## src/rtl/sdram_arbiter_if.sv

```systemverilog
// rtl/sdram_arbiter_if.sv - engine-side request/enable handshake and SDRAM pad signals of the arbiter
interface sdram_arbiter_if;
  logic        init_done;
  logic [3:0]  init_cmd;
  logic [1:0]  init_ba;
  logic [11:0] init_addr;
  logic        ar_req;
  logic        ar_end;
  logic [3:0]  ar_cmd;
  logic [1:0]  ar_ba;
  logic [11:0] ar_addr;
  logic        wr_req;
  logic        wr_end;
  logic [3:0]  wr_cmd;
  logic [1:0]  wr_ba;
  logic [11:0] wr_addr;
  logic [15:0] wr_dq;
  logic        wr_dq_oe;
  logic        rd_req;
  logic        rd_end;
  logic [3:0]  rd_cmd;
  logic [1:0]  rd_ba;
  logic [11:0] rd_addr;
  logic        ar_en;
  logic        wr_en;
  logic        rd_en;
  logic        sdram_cke;
  logic        sdram_cs_n;
  logic        sdram_ras_n;
  logic        sdram_cas_n;
  logic        sdram_we_n;
  logic [1:0]  sdram_ba;
  logic [11:0] sdram_addr;
  logic [15:0] sdram_dq_out;
  logic        sdram_dq_oe;
  logic        err_timeout;

  modport slave (
    input  init_done, init_cmd, init_ba, init_addr,
    input  ar_req, ar_end, ar_cmd, ar_ba, ar_addr,
    input  wr_req, wr_end, wr_cmd, wr_ba, wr_addr, wr_dq, wr_dq_oe,
    input  rd_req, rd_end, rd_cmd, rd_ba, rd_addr,
    output ar_en, wr_en, rd_en,
    output sdram_cke, sdram_cs_n, sdram_ras_n, sdram_cas_n, sdram_we_n,
    output sdram_ba, sdram_addr, sdram_dq_out, sdram_dq_oe, err_timeout
  );

  modport master (
    output init_done, init_cmd, init_ba, init_addr,
    output ar_req, ar_end, ar_cmd, ar_ba, ar_addr,
    output wr_req, wr_end, wr_cmd, wr_ba, wr_addr, wr_dq, wr_dq_oe,
    output rd_req, rd_end, rd_cmd, rd_ba, rd_addr,
    input  ar_en, wr_en, rd_en,
    input  sdram_cke, sdram_cs_n, sdram_ras_n, sdram_cas_n, sdram_we_n,
    input  sdram_ba, sdram_addr, sdram_dq_out, sdram_dq_oe, err_timeout
  );
endinterface

```

## src/rtl/sdram_arbiter.sv

```systemverilog
// rtl/sdram_arbiter.sv - grants one SDRAM engine at a time and muxes its command, bank and address onto the pads
module sdram_arbiter #(
  parameter logic [3:0]  CMD_NOP       = 4'b0111,
  parameter logic [9:0]  GRANT_TIMEOUT = 10'd1000,
  parameter logic [1:0]  IDLE_BA       = 2'b11,
  parameter logic [11:0] IDLE_ADDR     = 12'hFFF
) (
  input logic            sys_clk,
  input logic            sys_rst_n,
  sdram_arbiter_if.slave bus
);
  typedef enum logic [2:0] {INIT, ARBIT, AREF, WRITE, READ} state_t;

  localparam logic [9:0] CNT_LAST = GRANT_TIMEOUT - 10'd1;

  state_t      state, state_nxt;
  logic        last_wr, last_wr_nxt;
  logic [9:0]  grant_cnt;
  logic        err_q;
  logic        in_grant;
  logic        grant_end;
  logic        timeout_hit;
  logic [3:0]  cmd;
  logic [1:0]  ba;
  logic [11:0] addr;

  assign in_grant    = (state == AREF) || (state == WRITE) || (state == READ);
  assign timeout_hit = (grant_cnt == CNT_LAST);

  always_ff @(posedge sys_clk or negedge sys_rst_n) begin
    if (!sys_rst_n) begin
      state     <= INIT;
      last_wr   <= 1'b0;
      grant_cnt <= 10'd0;
      err_q     <= 1'b0;
    end else begin
      state   <= state_nxt;
      last_wr <= last_wr_nxt;
      if (!in_grant)
        grant_cnt <= 10'd0;
      else if (grant_cnt != 10'h3FF)
        grant_cnt <= grant_cnt + 10'd1;
      // An end arriving on the timeout cycle is a clean completion, not an error
      if (in_grant && timeout_hit && !grant_end)
        err_q <= 1'b1;
    end
  end

  always_comb begin
    state_nxt   = state;
    last_wr_nxt = last_wr;
    grant_end   = 1'b0;
    cmd         = CMD_NOP;
    ba          = IDLE_BA;
    addr        = IDLE_ADDR;
    case (state)
      INIT: begin
        cmd  = bus.init_cmd;
        ba   = bus.init_ba;
        addr = bus.init_addr;
        if (bus.init_done) state_nxt = ARBIT;
      end
      ARBIT: begin
        if (bus.ar_req)                     state_nxt = AREF;
        else if (bus.wr_req && bus.rd_req)  state_nxt = last_wr ? READ : WRITE;
        else if (bus.wr_req)                state_nxt = WRITE;
        else if (bus.rd_req)                state_nxt = READ;
        if (state_nxt == WRITE)     last_wr_nxt = 1'b1;
        else if (state_nxt == READ) last_wr_nxt = 1'b0;
      end
      AREF: begin
        cmd       = bus.ar_cmd;
        ba        = bus.ar_ba;
        addr      = bus.ar_addr;
        grant_end = bus.ar_end;
        if (grant_end || timeout_hit) state_nxt = ARBIT;
      end
      WRITE: begin
        cmd       = bus.wr_cmd;
        ba        = bus.wr_ba;
        addr      = bus.wr_addr;
        grant_end = bus.wr_end;
        if (grant_end || timeout_hit) state_nxt = ARBIT;
      end
      READ: begin
        cmd       = bus.rd_cmd;
        ba        = bus.rd_ba;
        addr      = bus.rd_addr;
        grant_end = bus.rd_end;
        if (grant_end || timeout_hit) state_nxt = ARBIT;
      end
      default: state_nxt = INIT;
    endcase
  end

  assign bus.ar_en        = (state == AREF);
  assign bus.wr_en        = (state == WRITE);
  assign bus.rd_en        = (state == READ);
  assign bus.sdram_cke    = 1'b1;
  assign {bus.sdram_cs_n, bus.sdram_ras_n, bus.sdram_cas_n, bus.sdram_we_n} = cmd;
  assign bus.sdram_ba     = ba;
  assign bus.sdram_addr   = addr;
  assign bus.sdram_dq_out = bus.wr_dq;
  assign bus.sdram_dq_oe  = bus.wr_dq_oe && (state == WRITE);
  assign bus.err_timeout  = err_q;
endmodule

```

## src/flat_wrapper.sv

```systemverilog
// flat-port wrapper written by rule: the top's interface ports become plain ports
module sdram_arbiter_flat 
#(
  parameter logic [3:0]  CMD_NOP       = 4'b0111,
  parameter logic [9:0]  GRANT_TIMEOUT = 10'd1000,
  parameter logic [1:0]  IDLE_BA       = 2'b11,
  parameter logic [11:0] IDLE_ADDR     = 12'hFFF
)
  (sys_clk, sys_rst_n, bus_init_done, bus_init_cmd, bus_init_ba, bus_init_addr, bus_ar_req, bus_ar_end, bus_ar_cmd, bus_ar_ba, bus_ar_addr, bus_wr_req, bus_wr_end, bus_wr_cmd, bus_wr_ba, bus_wr_addr, bus_wr_dq, bus_wr_dq_oe, bus_rd_req, bus_rd_end, bus_rd_cmd, bus_rd_ba, bus_rd_addr, bus_ar_en, bus_wr_en, bus_rd_en, bus_sdram_cke, bus_sdram_cs_n, bus_sdram_ras_n, bus_sdram_cas_n, bus_sdram_we_n, bus_sdram_ba, bus_sdram_addr, bus_sdram_dq_out, bus_sdram_dq_oe, bus_err_timeout);
  sdram_arbiter_if bus_i ();
  input logic sys_clk;
  input logic sys_rst_n;
  input wire logic [$bits(bus_i.init_done)-1:0] bus_init_done;
  input wire logic [$bits(bus_i.init_cmd)-1:0] bus_init_cmd;
  input wire logic [$bits(bus_i.init_ba)-1:0] bus_init_ba;
  input wire logic [$bits(bus_i.init_addr)-1:0] bus_init_addr;
  input wire logic [$bits(bus_i.ar_req)-1:0] bus_ar_req;
  input wire logic [$bits(bus_i.ar_end)-1:0] bus_ar_end;
  input wire logic [$bits(bus_i.ar_cmd)-1:0] bus_ar_cmd;
  input wire logic [$bits(bus_i.ar_ba)-1:0] bus_ar_ba;
  input wire logic [$bits(bus_i.ar_addr)-1:0] bus_ar_addr;
  input wire logic [$bits(bus_i.wr_req)-1:0] bus_wr_req;
  input wire logic [$bits(bus_i.wr_end)-1:0] bus_wr_end;
  input wire logic [$bits(bus_i.wr_cmd)-1:0] bus_wr_cmd;
  input wire logic [$bits(bus_i.wr_ba)-1:0] bus_wr_ba;
  input wire logic [$bits(bus_i.wr_addr)-1:0] bus_wr_addr;
  input wire logic [$bits(bus_i.wr_dq)-1:0] bus_wr_dq;
  input wire logic [$bits(bus_i.wr_dq_oe)-1:0] bus_wr_dq_oe;
  input wire logic [$bits(bus_i.rd_req)-1:0] bus_rd_req;
  input wire logic [$bits(bus_i.rd_end)-1:0] bus_rd_end;
  input wire logic [$bits(bus_i.rd_cmd)-1:0] bus_rd_cmd;
  input wire logic [$bits(bus_i.rd_ba)-1:0] bus_rd_ba;
  input wire logic [$bits(bus_i.rd_addr)-1:0] bus_rd_addr;
  output wire logic [$bits(bus_i.ar_en)-1:0] bus_ar_en;
  output wire logic [$bits(bus_i.wr_en)-1:0] bus_wr_en;
  output wire logic [$bits(bus_i.rd_en)-1:0] bus_rd_en;
  output wire logic [$bits(bus_i.sdram_cke)-1:0] bus_sdram_cke;
  output wire logic [$bits(bus_i.sdram_cs_n)-1:0] bus_sdram_cs_n;
  output wire logic [$bits(bus_i.sdram_ras_n)-1:0] bus_sdram_ras_n;
  output wire logic [$bits(bus_i.sdram_cas_n)-1:0] bus_sdram_cas_n;
  output wire logic [$bits(bus_i.sdram_we_n)-1:0] bus_sdram_we_n;
  output wire logic [$bits(bus_i.sdram_ba)-1:0] bus_sdram_ba;
  output wire logic [$bits(bus_i.sdram_addr)-1:0] bus_sdram_addr;
  output wire logic [$bits(bus_i.sdram_dq_out)-1:0] bus_sdram_dq_out;
  output wire logic [$bits(bus_i.sdram_dq_oe)-1:0] bus_sdram_dq_oe;
  output wire logic [$bits(bus_i.err_timeout)-1:0] bus_err_timeout;
  assign bus_i.init_done = bus_init_done;
  assign bus_i.init_cmd = bus_init_cmd;
  assign bus_i.init_ba = bus_init_ba;
  assign bus_i.init_addr = bus_init_addr;
  assign bus_i.ar_req = bus_ar_req;
  assign bus_i.ar_end = bus_ar_end;
  assign bus_i.ar_cmd = bus_ar_cmd;
  assign bus_i.ar_ba = bus_ar_ba;
  assign bus_i.ar_addr = bus_ar_addr;
  assign bus_i.wr_req = bus_wr_req;
  assign bus_i.wr_end = bus_wr_end;
  assign bus_i.wr_cmd = bus_wr_cmd;
  assign bus_i.wr_ba = bus_wr_ba;
  assign bus_i.wr_addr = bus_wr_addr;
  assign bus_i.wr_dq = bus_wr_dq;
  assign bus_i.wr_dq_oe = bus_wr_dq_oe;
  assign bus_i.rd_req = bus_rd_req;
  assign bus_i.rd_end = bus_rd_end;
  assign bus_i.rd_cmd = bus_rd_cmd;
  assign bus_i.rd_ba = bus_rd_ba;
  assign bus_i.rd_addr = bus_rd_addr;
  assign bus_ar_en = bus_i.ar_en;
  assign bus_wr_en = bus_i.wr_en;
  assign bus_rd_en = bus_i.rd_en;
  assign bus_sdram_cke = bus_i.sdram_cke;
  assign bus_sdram_cs_n = bus_i.sdram_cs_n;
  assign bus_sdram_ras_n = bus_i.sdram_ras_n;
  assign bus_sdram_cas_n = bus_i.sdram_cas_n;
  assign bus_sdram_we_n = bus_i.sdram_we_n;
  assign bus_sdram_ba = bus_i.sdram_ba;
  assign bus_sdram_addr = bus_i.sdram_addr;
  assign bus_sdram_dq_out = bus_i.sdram_dq_out;
  assign bus_sdram_dq_oe = bus_i.sdram_dq_oe;
  assign bus_err_timeout = bus_i.err_timeout;
  sdram_arbiter #(.CMD_NOP(CMD_NOP), .GRANT_TIMEOUT(GRANT_TIMEOUT), .IDLE_BA(IDLE_BA), .IDLE_ADDR(IDLE_ADDR)) u_core (.sys_clk(sys_clk), .sys_rst_n(sys_rst_n), .bus(bus_i));
endmodule
```

## config.mk

```make
export PLATFORM = sky130hd
export DESIGN_NAME = sdram_arbiter_flat
export DESIGN_NICKNAME = d
export VERILOG_FILES = /design/src/rtl/sdram_arbiter_if.sv /design/src/rtl/sdram_arbiter.sv /design/src/flat_wrapper.sv
export SDC_FILE = /design/constraint.sdc
export NUM_CORES = 1
export LEC_CHECK = 0
export BUFFER_PORTS_ARGS = -buffer_cell sky130_fd_sc_hd__buf_2
export CORE_AREA = 5 5 82 84
export DETAILED_ROUTE_END_ITERATION = 6
export DIE_AREA = 0 0 87 89
export PLACE_DENSITY = 0.68
export SKIP_CTS_REPAIR_TIMING = 1
export SLEW_MARGIN = 20
export SYNTH_ARGS = -nofsm -noshare
export SYNTH_HDL_FRONTEND = slang
export SYNTH_SLANG_ARGS = --single-unit
```

## constraint.sdc

```tcl
create_clock -name sys_clk -period 3.8 [get_ports sys_clk]
set_input_delay 0.19 -clock sys_clk [delete_from_list [all_inputs] [get_ports sys_clk]]
set_output_delay 0.19 -clock sys_clk [all_outputs]
set_load 0.05 [all_outputs]
```

==> run metrics, run 1 <==
status finished clean; crit path DAT 2.38 ns; detailed-route wire length 4905 um; Clock Latency Late Sink 0.25 ns; Most used DFF post-synth dfrtp_1; first-pass GRT wire length 7776 um; hold_ws 0.1678 ns; Hold Crit Class in -> reg; worst path required time 3.61 ns; root buffer cell clkbuf_8; Remaining DRCs 0; Critical Path End bus_sdram_addr[2]; Die Span Y 89 um; hold_sp bus_rd_req; RSZ-0062 raised after global routing false; die width 87 um; Initial DRT Pass Iterations 4; I/O Pins 138; Clock Skew 0.003016 ns; met1 usage 15.14%; core area 5851 um^2; DIE AREA 7743 um^2; GRT overflow 0; Pwr Density 663.6 nW/um^2; Worst IR Drop VDD 410.4 uV; Max Cap Viol 0; Mapped Nets 288; vias in the first global route 1,716; Max Slew Vio Count 0; Iteration-0 DRC Markers 104; Gate Count Post-Synth 189; overall routing resource usage 12.39%; met3 Use GR 2.488%; Clock power frac 10.0%; placed cell area 1926 um^2; max frequency 0.3891 GHz; largest net degree at the start of global routing 27; Static Leak 0.9618 nW; FF-to-FF path depth 4; most common cell after layout, fill and taps aside buf_2; Starting Density 25.56%; Vias 1,712; placed insts 339; min cycle time layout 2.570 ns; Longest Clk Path Bufs 2; Sw Pwr 0.0007905 W; initial antenna violation count 0; CTS tree built; Comb pwr share 70.4%; met2 layer usage reported by global route 20.43%; Flop pwr share 19.6%; startpoint types register; Core Rows 28; H-tree depth 1; Post-synth EDFFs 0; Layout Utilization 33.85%; Finish-stage setup viols 0; period utilization 67.64%; Seq/Total Area, Yosys 25.10%; # clock sinks 15; Post-synth ARST share 100.0%; Design Area, Final 1981 um^2; wire length per cell 14.26 um; max_slew headroom 41.44%; register bit total from synthesis 15; Tightest Pin Transition 0.8784 ns; Routed Antenna Nets 0; PortBufs 104; cell internal pwr 0.0005239 W; Net Sw Frac 60.14%; critical path class reg -> out; Mapped Avg Cell Area 7.911 um^2; global route hottest layer met2; Hold Fails Final Rpt 0; layout cells sized above 1 46.10%; CTS Buf Count 3; crit end category primary output; Ys Warns 0; dpl hpwl 3886 um; reg2reg start u_core.state[1]; Critical path origin u_core.state[2]; Post-Syn Area 1495 um^2; leading cell types in the layout, fill and taps excluded 104 x buf_2, 27 x nor2_1, 20 x a21oi_1; setup TNS 0 ns; via/cell ratio 4.977; post-synth cell types 47; crit path max fanout 25; # diodes 0; GP Congestion 0.8474; FF-to-FF End u_core.state[0]; fin nets 369; Post-Layout Cell Count 344; Syn-to-layout area delta 32.47%; Worst-path clk slew 0.06 ns; setup slack, reg-to-reg 1.50 ns
[routing by layer]
metal	vias to the layer above	wire length [um]	part of all wire, %
met3	9	429	8.7
met5	-	0	0
met1	802	2050	42
li1	841	-	-
met4	0	93	1.9
met2	60	2332	48
[cells by family (layout without fill, tap and decap cells)]
kind of cell / count (synthesis) / count (layout) / synth area share, %
DFF: 15 / 15 / 25.10
other: 1 / 1 / 0.2508
and+or+nand+nor: 57 / 57 / 19.08
muxes: 20 / 20 / 14.81
adders and majority gates: 1 / 1 / 0.8367
xor gates and xnor gates: 3 / 3 / 1.758
buffers and inverters: 34 / 114 / 13.81
AOI/OAI and AO/OA: 58 / 58 / 24.35
[flip-flops by register name, summed over array words and instances, names as in the netlist]
name / count
u_core.last_wr: 1
u_core.grant_cnt: 10
u_core.state: 3
u_core.bus.err_timeout: 1
[layout make-up]
cell class,count,area (um^2)
Fill cell,621,3870
Multi-Input combinational cell,140,913.4
Timing Repair Buffer,106,538.0
Sequential cell,15,375.4
Tap cell,75,93.84
Clock buffer,4,45.04
Inverter,4,15.01
[through the flow]
stage	power (W)	setup WS [ns]
4_1_cts	0.001323	1.207
3_3_place_gp	0.001179	1.542
5_1_grt	0.001394	0.9737
6_report	0.001314	1.230
3_5_place_dp	0.001186	1.494
2_1_floorplan	0.001027	1.742
[power groups by stage]
stage / Combinational, W / Sequential (W) / Clock [W]
after global routing: 0.000983 / 0.000268 / 0.000143
after floorplan: 0.000823 / 0.000204 / 0
after CTS: 0.000928 / 0.000257 / 0.000138
final: 0.000925 / 0.000258 / 0.000132
after global placement: 0.000921 / 0.000259 / 0
after detailed placement: 0.000926 / 0.000260 / 0
[how the worst min path moves through the flow]
stage / end / slack, ns / cells past startpoint
after floorplan: u_core.bus.err_timeout / -0.11 / 0
after global placement: u_core.grant_cnt[8] / 0.12 / 1
final: u_core.last_wr / 0.17 / 2
after global routing: u_core.last_wr / 0.19 / 2
after detailed placement: u_core.grant_cnt[3] / 0.11 / 1
after CTS: u_core.grant_cnt[3] / -0.16 / 1
[critical path: stages, from the launching register on]
cell and delay, ns:
dfrtp_1 0.92, nand2b_1 0.57, o22ai_1 0.16, a21oi_1 0.19, buf_2 0.29
[synth_stat cells, types with 2 or more instances]
library cell | count | area share (%)
a211oi_1 | 2 | 1.0
a21o_1 | 2 | 1.0
a21oi_1 | 20 | 6.7
a31oi_1 | 5 | 2.1
and2_1 | 2 | 0.84
and4_1 | 2 | 1.2
buf_2 | 6 | 2.0
buf_4 | 17 | 8.5
clkbuf_1 | 6 | 1.5
dfrtp_1 | 15 | 25
inv_1 | 2 | 0.50
mux2_1 | 6 | 4.5
mux2_2 | 11 | 8.3
mux2i_1 | 3 | 2.0
nand2_1 | 5 | 1.3
nand2b_1 | 4 | 1.7
nand3_1 | 3 | 1.0
nand4_1 | 3 | 1.3
nor2_1 | 27 | 6.8
nor3_1 | 3 | 1.0
o22ai_1 | 18 | 7.5
xor2_1 | 2 | 1.2
Power figures use the tool's default switching activity.
==> inputs of run 2 (changes only) <==
==> constraint.sdc (replaced) <==
create_clock -name sys_clk -period 2.65 [get_ports sys_clk]
set_input_delay 0.1325 -clock sys_clk [delete_from_list [all_inputs] [get_ports sys_clk]]
set_output_delay 0.1325 -clock sys_clk [all_outputs]
set_load 0.05 [all_outputs]
==> run metrics, run 2 (same netlist as run 1, synthesis figures left out) <==
Static Leak 0.9723 nW (+1.1%); die width 87 um (unchanged); max frequency 0.4393 GHz; Iteration-0 DRC Markers 86 (-17%); root buffer cell clkbuf_8; Core Rows 28 (unchanged); startpoint types register; Starting Density 25.56% (unchanged); Crit. path cell count 4 (unchanged); PortBufs 104 (unchanged); Multi-input gate area 913.4 um^2 (unchanged); FF-to-FF path depth 4 (unchanged); placed insts 341 (+0.59%); # diodes 0 (unchanged); crit path DAT 2.14 ns (-0.24 ns); reg2reg start u_core.state[1]; hold_ws 0.1218 ns (-0.04596 ns); Tightest Pin Transition 0.6398 ns (-0.2387 ns); Critical path origin u_core.state[1]; FF+latch area 375.4 um^2 (unchanged); I/O Pins 138 (unchanged); largest net degree at the start of global routing 20 (-26%); setup slack, reg-to-reg 0.56 ns (-0.94 ns); total power 0.001899 W (+44%); max_slew headroom 57.35% (+16 points); Longest Clk Path Bufs 2 (unchanged); most common cell after layout, fill and taps aside buf_2; leading cell types in the layout, fill and taps excluded 104 x buf_2, 27 x nor2_1, 20 x a21oi_1; # clock sinks 15 (unchanged); via/cell ratio 4.942 (-0.69%); status finished clean; Max Cap Viol 0 (unchanged); crit path max fanout 18 (-28%); min cycle time layout 2.276 ns; Syn-to-layout area delta 33.47%; Vias 1,710 (-0.12%); layout cells sized above 1 46.49% (+0.40 points); Pwr Density 951.4 nW/um^2 (+43%); fin nets 371 (+0.54%); CTS Buf Count 3 (unchanged); initial antenna violation count 1 (+1); H-tree depth 1 (unchanged); RSZ-0062 raised after global routing false; Worst IR Drop VDD 577.5 uV (+41%); Finish-stage setup viols 0 (unchanged); dpl hpwl 4063 um (+4.5%); crit end category primary output; FF-to-FF End u_core.state[0]; Hold Fails Final Rpt 0 (unchanged); CTS tree built; Worst-path clk slew 0.06 ns (about the same); Remaining DRCs 0 (unchanged); GRT overflow 0 (unchanged); largest delay contributor family on the critical path flip-flops; FILL cells 605 (-2.6%); Critical path buffers and inverters 1 (unchanged); Post-Layout Cell Count 346 (+0.58%); Critical Path End bus_sdram_we_n; Routed Antenna Nets 0 (unchanged); Clock Skew 0.001531 ns (-0.001485 ns); overall routing resource usage 12.31% (-0.082 points); CP max stage delay 0.75 ns (-0.17 ns); detailed-route wire length 5002 um (+2.0%); GP Congestion 0.8251 (-2.6%); worst path required time 2.52 ns (-1.09 ns); Hold Crit Class in -> reg; first-pass GRT wire length 7734 um (-0.54%); setup TNS 0 ns (unchanged); Die Span Y 89 um (unchanged); core area 5851 um^2 (unchanged); critical path class reg -> out; CP Cell Sequence nand2b_1, o22ai_1, a21oi_1, buf_2; Top reg by flops u_core.grant_cnt; max reg flops 10 (unchanged); vias in the first global route 1,619 (-5.7%); DIE AREA 7743 um^2 (unchanged); Setup WS post-layout 0.3736 ns (-0.8560 ns); Initial DRT Pass Iterations 4 (unchanged); Max Slew Vio Count 0 (unchanged); Regs by FF count u_core.grant_cnt (10), u_core.state (3); period utilization 85.90%; Clock Latency Late Sink 0.25 ns (about the same); wire length per cell 14.46 um (+1.4%); Post-Place Setup Slack 0.5869 ns (-0.9074 ns); CP max-delay cell dfrtp_1
-- run 2: changes by cell type in the layout (fill, tap and decap cells not counted), sizes merged --
cell,previous run,this run
buf,105,107
-- run 2: where the power goes --
| group | switching (W) | internal (W) |
|---|---|---|
| combinational | 0.000978 | 0.000388 |
| sequential | 0.0000814 | 0.000266 |
| clock | 0.0000785 | 0.000107 |
| total | 0.00114 | 0.000761 |
-- run 2: area by class of cell --
type / count / area share [%]
flip-flops and latches: 15 / 18.81
clock buffers: 4 / 2.257
multi-input cells: 140 / 45.77
inverters: 4 / 0.7524
well taps: 75 / 4.702
repair buffers: 108 / 27.71
-- run 2: worst min path at each step --
stage | start | end | slack [ns] | cells after the start
final | bus_rd_req | u_core.last_wr | 0.12 | 2
after global routing | bus_rd_req | u_core.last_wr | 0.14 | 2
after CTS | sys_rst_n | u_core.state[0] | -0.22 | 1
after detailed placement | sys_rst_n | u_core.grant_cnt[8] | 0.06 | 1
after global placement | sys_rst_n | u_core.grant_cnt[8] | 0.05 | 1
after floorplan | sys_rst_n | u_core.bus.err_timeout | -0.16 | 0
-- run 2: worst register-to-register path, cell delays in order (launching register included) --
cell      delay, ns
dfrtp_1        0.75
nand2b_1       0.50
o31a_1         0.42
a21oi_2        0.20
a32oi_1        0.07
-- run 2: routing by layer --
metal | up-vias | track usage [%] | part of all wire [%]
met5 | - | 0 | 0.14
met2 | 58 | 21.33 | 49
met1 | 803 | 15.52 | 42
met4 | 2 | 3.683 | 1.1
li1 | 840 | - | -
met3 | 7 | 2.304 | 7.5
-- run 2: through the flow --
step                      util (%)  cell area, um^2
after floorplan                  -             1495
after global placement       33.17             1941
after detailed placement     33.17             1941
after CTS                    33.94             1986
after global routing         34.11             1996
final                        34.11             1996
==> inputs of run 3 (changes only) <==
--- a/config.mk
+++ b/config.mk
@@ -5,11 +5,12 @@
 export SDC_FILE = /design/constraint.sdc
 export NUM_CORES = 1
 export LEC_CHECK = 0
+export ABC_AREA = 1
 export BUFFER_PORTS_ARGS = -buffer_cell sky130_fd_sc_hd__buf_2
-export CORE_AREA = 5 5 82 84
+export CORE_AREA = 5 5 84 86
 export DETAILED_ROUTE_END_ITERATION = 6
-export DIE_AREA = 0 0 87 89
-export PLACE_DENSITY = 0.68
+export DIE_AREA = 0 0 89 91
+export PLACE_DENSITY = 0.67
 export SKIP_CTS_REPAIR_TIMING = 1
 export SLEW_MARGIN = 20
 export SYNTH_ARGS = -nofsm -noshare
==> run metrics, run 3 <==
met1 wire length 1921 um (-8.4%); Crit. path cell count 6 (+2); Critical path buffers and inverters 2 (+1); period utilization 80.19% (-5.7 points); Worst-path clk slew 0.06 ns (about the same); max frequency 0.4706 GHz (+7.1%); Syn-to-layout area delta 31.19%; vias in the first global route 1,759 (+8.6%); initial antenna violation count 0 (-1); GP Congestion 0.7900 (-4.3%); Regs by FF count u_core.grant_cnt (10), u_core.state (3); register bit total from synthesis 15 (unchanged); max reg flops 10 (unchanged); largest net degree at the start of global routing 20 (unchanged); Pwr Density 1181 nW/um^2 (+24%); Max Slew Vio Count 0 (unchanged); largest delay contributor family on the critical path simple AND/OR/NAND/NOR gates; RSZ-0062 raised after global routing false; hold_ws 0.1876 ns (+0.06579 ns); Critical path origin u_core.state[1]; DR WL met3 552 um (+47%); Post-Place Setup Slack 0.7832 ns (+0.1963 ns); Clock Latency Late Sink 0.24 ns (about the same); Routed Antenna Nets 0 (unchanged); detailed-route wire length 5011 um (+0.18%); I/O Pins 138 (unchanged); FF-to-FF path depth 8 (+4); Clock Skew 0.001885 ns (+0.0003542 ns); Core Rows 29 (+3.6%); H-tree depth 1 (unchanged); GRT overflow 0 (unchanged); setup TNS 0 ns (unchanged); reg2reg start u_core.state[1]; Finish-stage setup viols 0 (unchanged); Post-synth ARST share 100.0% (unchanged); overall routing resource usage 11.29% (-1.0 points); Top reg by flops u_core.grant_cnt; Multi-input gate area 915.9 um^2 (+0.27%); Iteration-0 DRC Markers 54 (-37%); Synth area leaders dfrtp_1 24%, nand2_1 21%, buf_4 9.5%, nand3_1 7.3%, nand4_1 6.3%; Most used DFF post-synth dfrtp_1; Static Leak 1.138 nW (+17%); Ys Warns 0 (unchanged); Max Used Layer met4; CP max-delay cell dfrtp_1; setup slack, reg-to-reg 0.98 ns (+0.42 ns); Tightest Pin Transition 0.5861 ns (-0.05367 ns); min cycle time layout 2.125 ns (-0.1515 ns); crit path max fanout 15 (-3); top cells by count, synth 90 x nand2_1, 23 x inv_1, 23 x nand3_1; Vias 1,893 (+11%); FILL cells 675 (+12%); Hold Crit Class in -> reg; area share of the largest cell type after synthesis 23.81% (-1.3 points); Longest Clk Path Bufs 2 (unchanged); CP Cell Sequence nand2_1, nor2_2, buf_4, nand2_1, nand3_1, buf_2; most common cell after layout, fill and taps aside buf_2; Hold Fails Final Rpt 0 (unchanged); worst path required time 2.52 ns (about the same); leading cell types in the layout, fill and taps excluded 104 x buf_2, 90 x nand2_1, 23 x inv_1, 23 x nand3_1, 16 x nand4_1; die width 89 um (+2.3%); Mapped Avg Cell Area 6.281 um^2 (-21%); Mapped Nets 350 (+22%); Starting Density 25.41% (-0.15 points); max_slew headroom 60.89% (+3.5 points); wire length per cell 12.13 um (-16%); cell with the most instances after synthesis nand2_1; DIE AREA 8099 um^2 (+4.6%); status finished clean; # clock sinks 15 (unchanged); CP dominant cell by count nand2_1; CTS tree built; CTS Buf Count 3 (unchanged); Synth area leader dfrtp_1; Worst IR Drop VDD 846.9 uV (+47%); crit path DAT 1.99 ns (-0.15 ns); # diodes 0 (unchanged); fin nets 436 (+18%); Post-Syn Area 1577 um^2 (+5.4%); core area 6205 um^2 (+6.1%); FF-to-FF End u_core.state[2]; Max Cap Viol 0 (unchanged); Seq/Total Area, Yosys 23.81% (-1.3 points); startpoint types register; first-pass GRT wire length 7686 um (-0.62%); CP max stage delay 0.50 ns (-0.25 ns); crit end category primary output; Remaining DRCs 0 (unchanged); FF+latch area 375.4 um^2 (unchanged); layout cells sized above 1 37.20% (-9.3 points); dpl hpwl 4223 um (+4.0%); total power 0.002443 W (+29%); post-synth cell types 28 (-40%); Setup WS post-layout 0.5251 ns (+0.1515 ns); via/cell ratio 4.584 (-7.3%); critical path class reg -> out; Critical Path End bus_sdram_ras_n; metal2 WL 2429 um (-1.4%); PortBufs 104 (unchanged); root buffer cell clkbuf_8; Post-synth EDFFs 0 (unchanged); Initial DRT Pass Iterations 4 (unchanged); Die Span Y 91 um (+2.2%); Gate Count Post-Synth 251 (+33%)
[run 3: cell count changes after synthesis, sizes merged, moves of 13 or more]
| cell | change |
|---|---|
| nor2 | -15 |
| o22ai | -18 |
| nand4 | +13 |
| nand2 | +89 |
| inv | +23 |
| nand3 | +22 |
| mux2 | -17 |
[run 3: report_power, final]
group	internal (W)	total (W)	leakage [nW]	switching (W)
registers	0.000261	0.000316	0.200	0.0000543
clock network	0.000106	0.000183	0.0228	0.0000765
logic	0.000453	0.00194	0.915	0.00149
[run 3: cell families after synthesis]
family,synth area share (%)
adders and majority gates,0.7935
DFF,23.81
buffers and inverters,18.09
and+or+nand+nor,45.00
other,0.2379
AOI/OAI and AO/OA,10.95
xor gates and xnor gates,1.111
[run 3: metal layers]
layer | GRT usage [%] | vias to the layer above
li1 | - | 976
met1 | 12.27 | 835
met4 | 3.226 | 0
met3 | 2.262 | 14
met5 | 0 | -
met2 | 21.47 | 68
[run 3: layout make-up]
| cell class | instances | area share, % |
|---|---|---|
| Inverter | 26 | 4.719 |
| Timing Repair Buffer | 106 | 26.01 |
| Tap cell | 77 | 4.658 |
| Clock buffer | 4 | 2.178 |
| Sequential cell | 15 | 18.15 |
| Multi-Input combinational cell | 185 | 44.28 |
[run 3: worst min path at each step]
stage,from,to,slack (ns),depth (start not counted)
6_report,bus_wr_end,u_core.state[0],0.19,4
5_1_grt,bus_wr_end,u_core.state[0],0.22,4
4_1_cts,sys_rst_n,u_core.grant_cnt[0],-0.20,1
3_5_place_dp,sys_rst_n,u_core.grant_cnt[0],0.07,1
3_3_place_gp,sys_rst_n,u_core.grant_cnt[9],0.06,1
2_1_floorplan,sys_rst_n,u_core.bus.err_timeout,-0.16,0
[run 3: per-stage QoR]
stage	area (um^2)	std cells	utilization (%)
finish	2068	413	33.33
global route	2068	413	33.33
CTS	2058	412	33.17
detailed placement	2013	408	32.45
global placement	2013	408	32.45
floorplan	1577	251	-
[run 3: worst register-to-register path: cells and delay by family, from the launching register on]
family,cells,cell delay [ns]
DFF,1,0.50
and+or+nand+nor,8,1.11
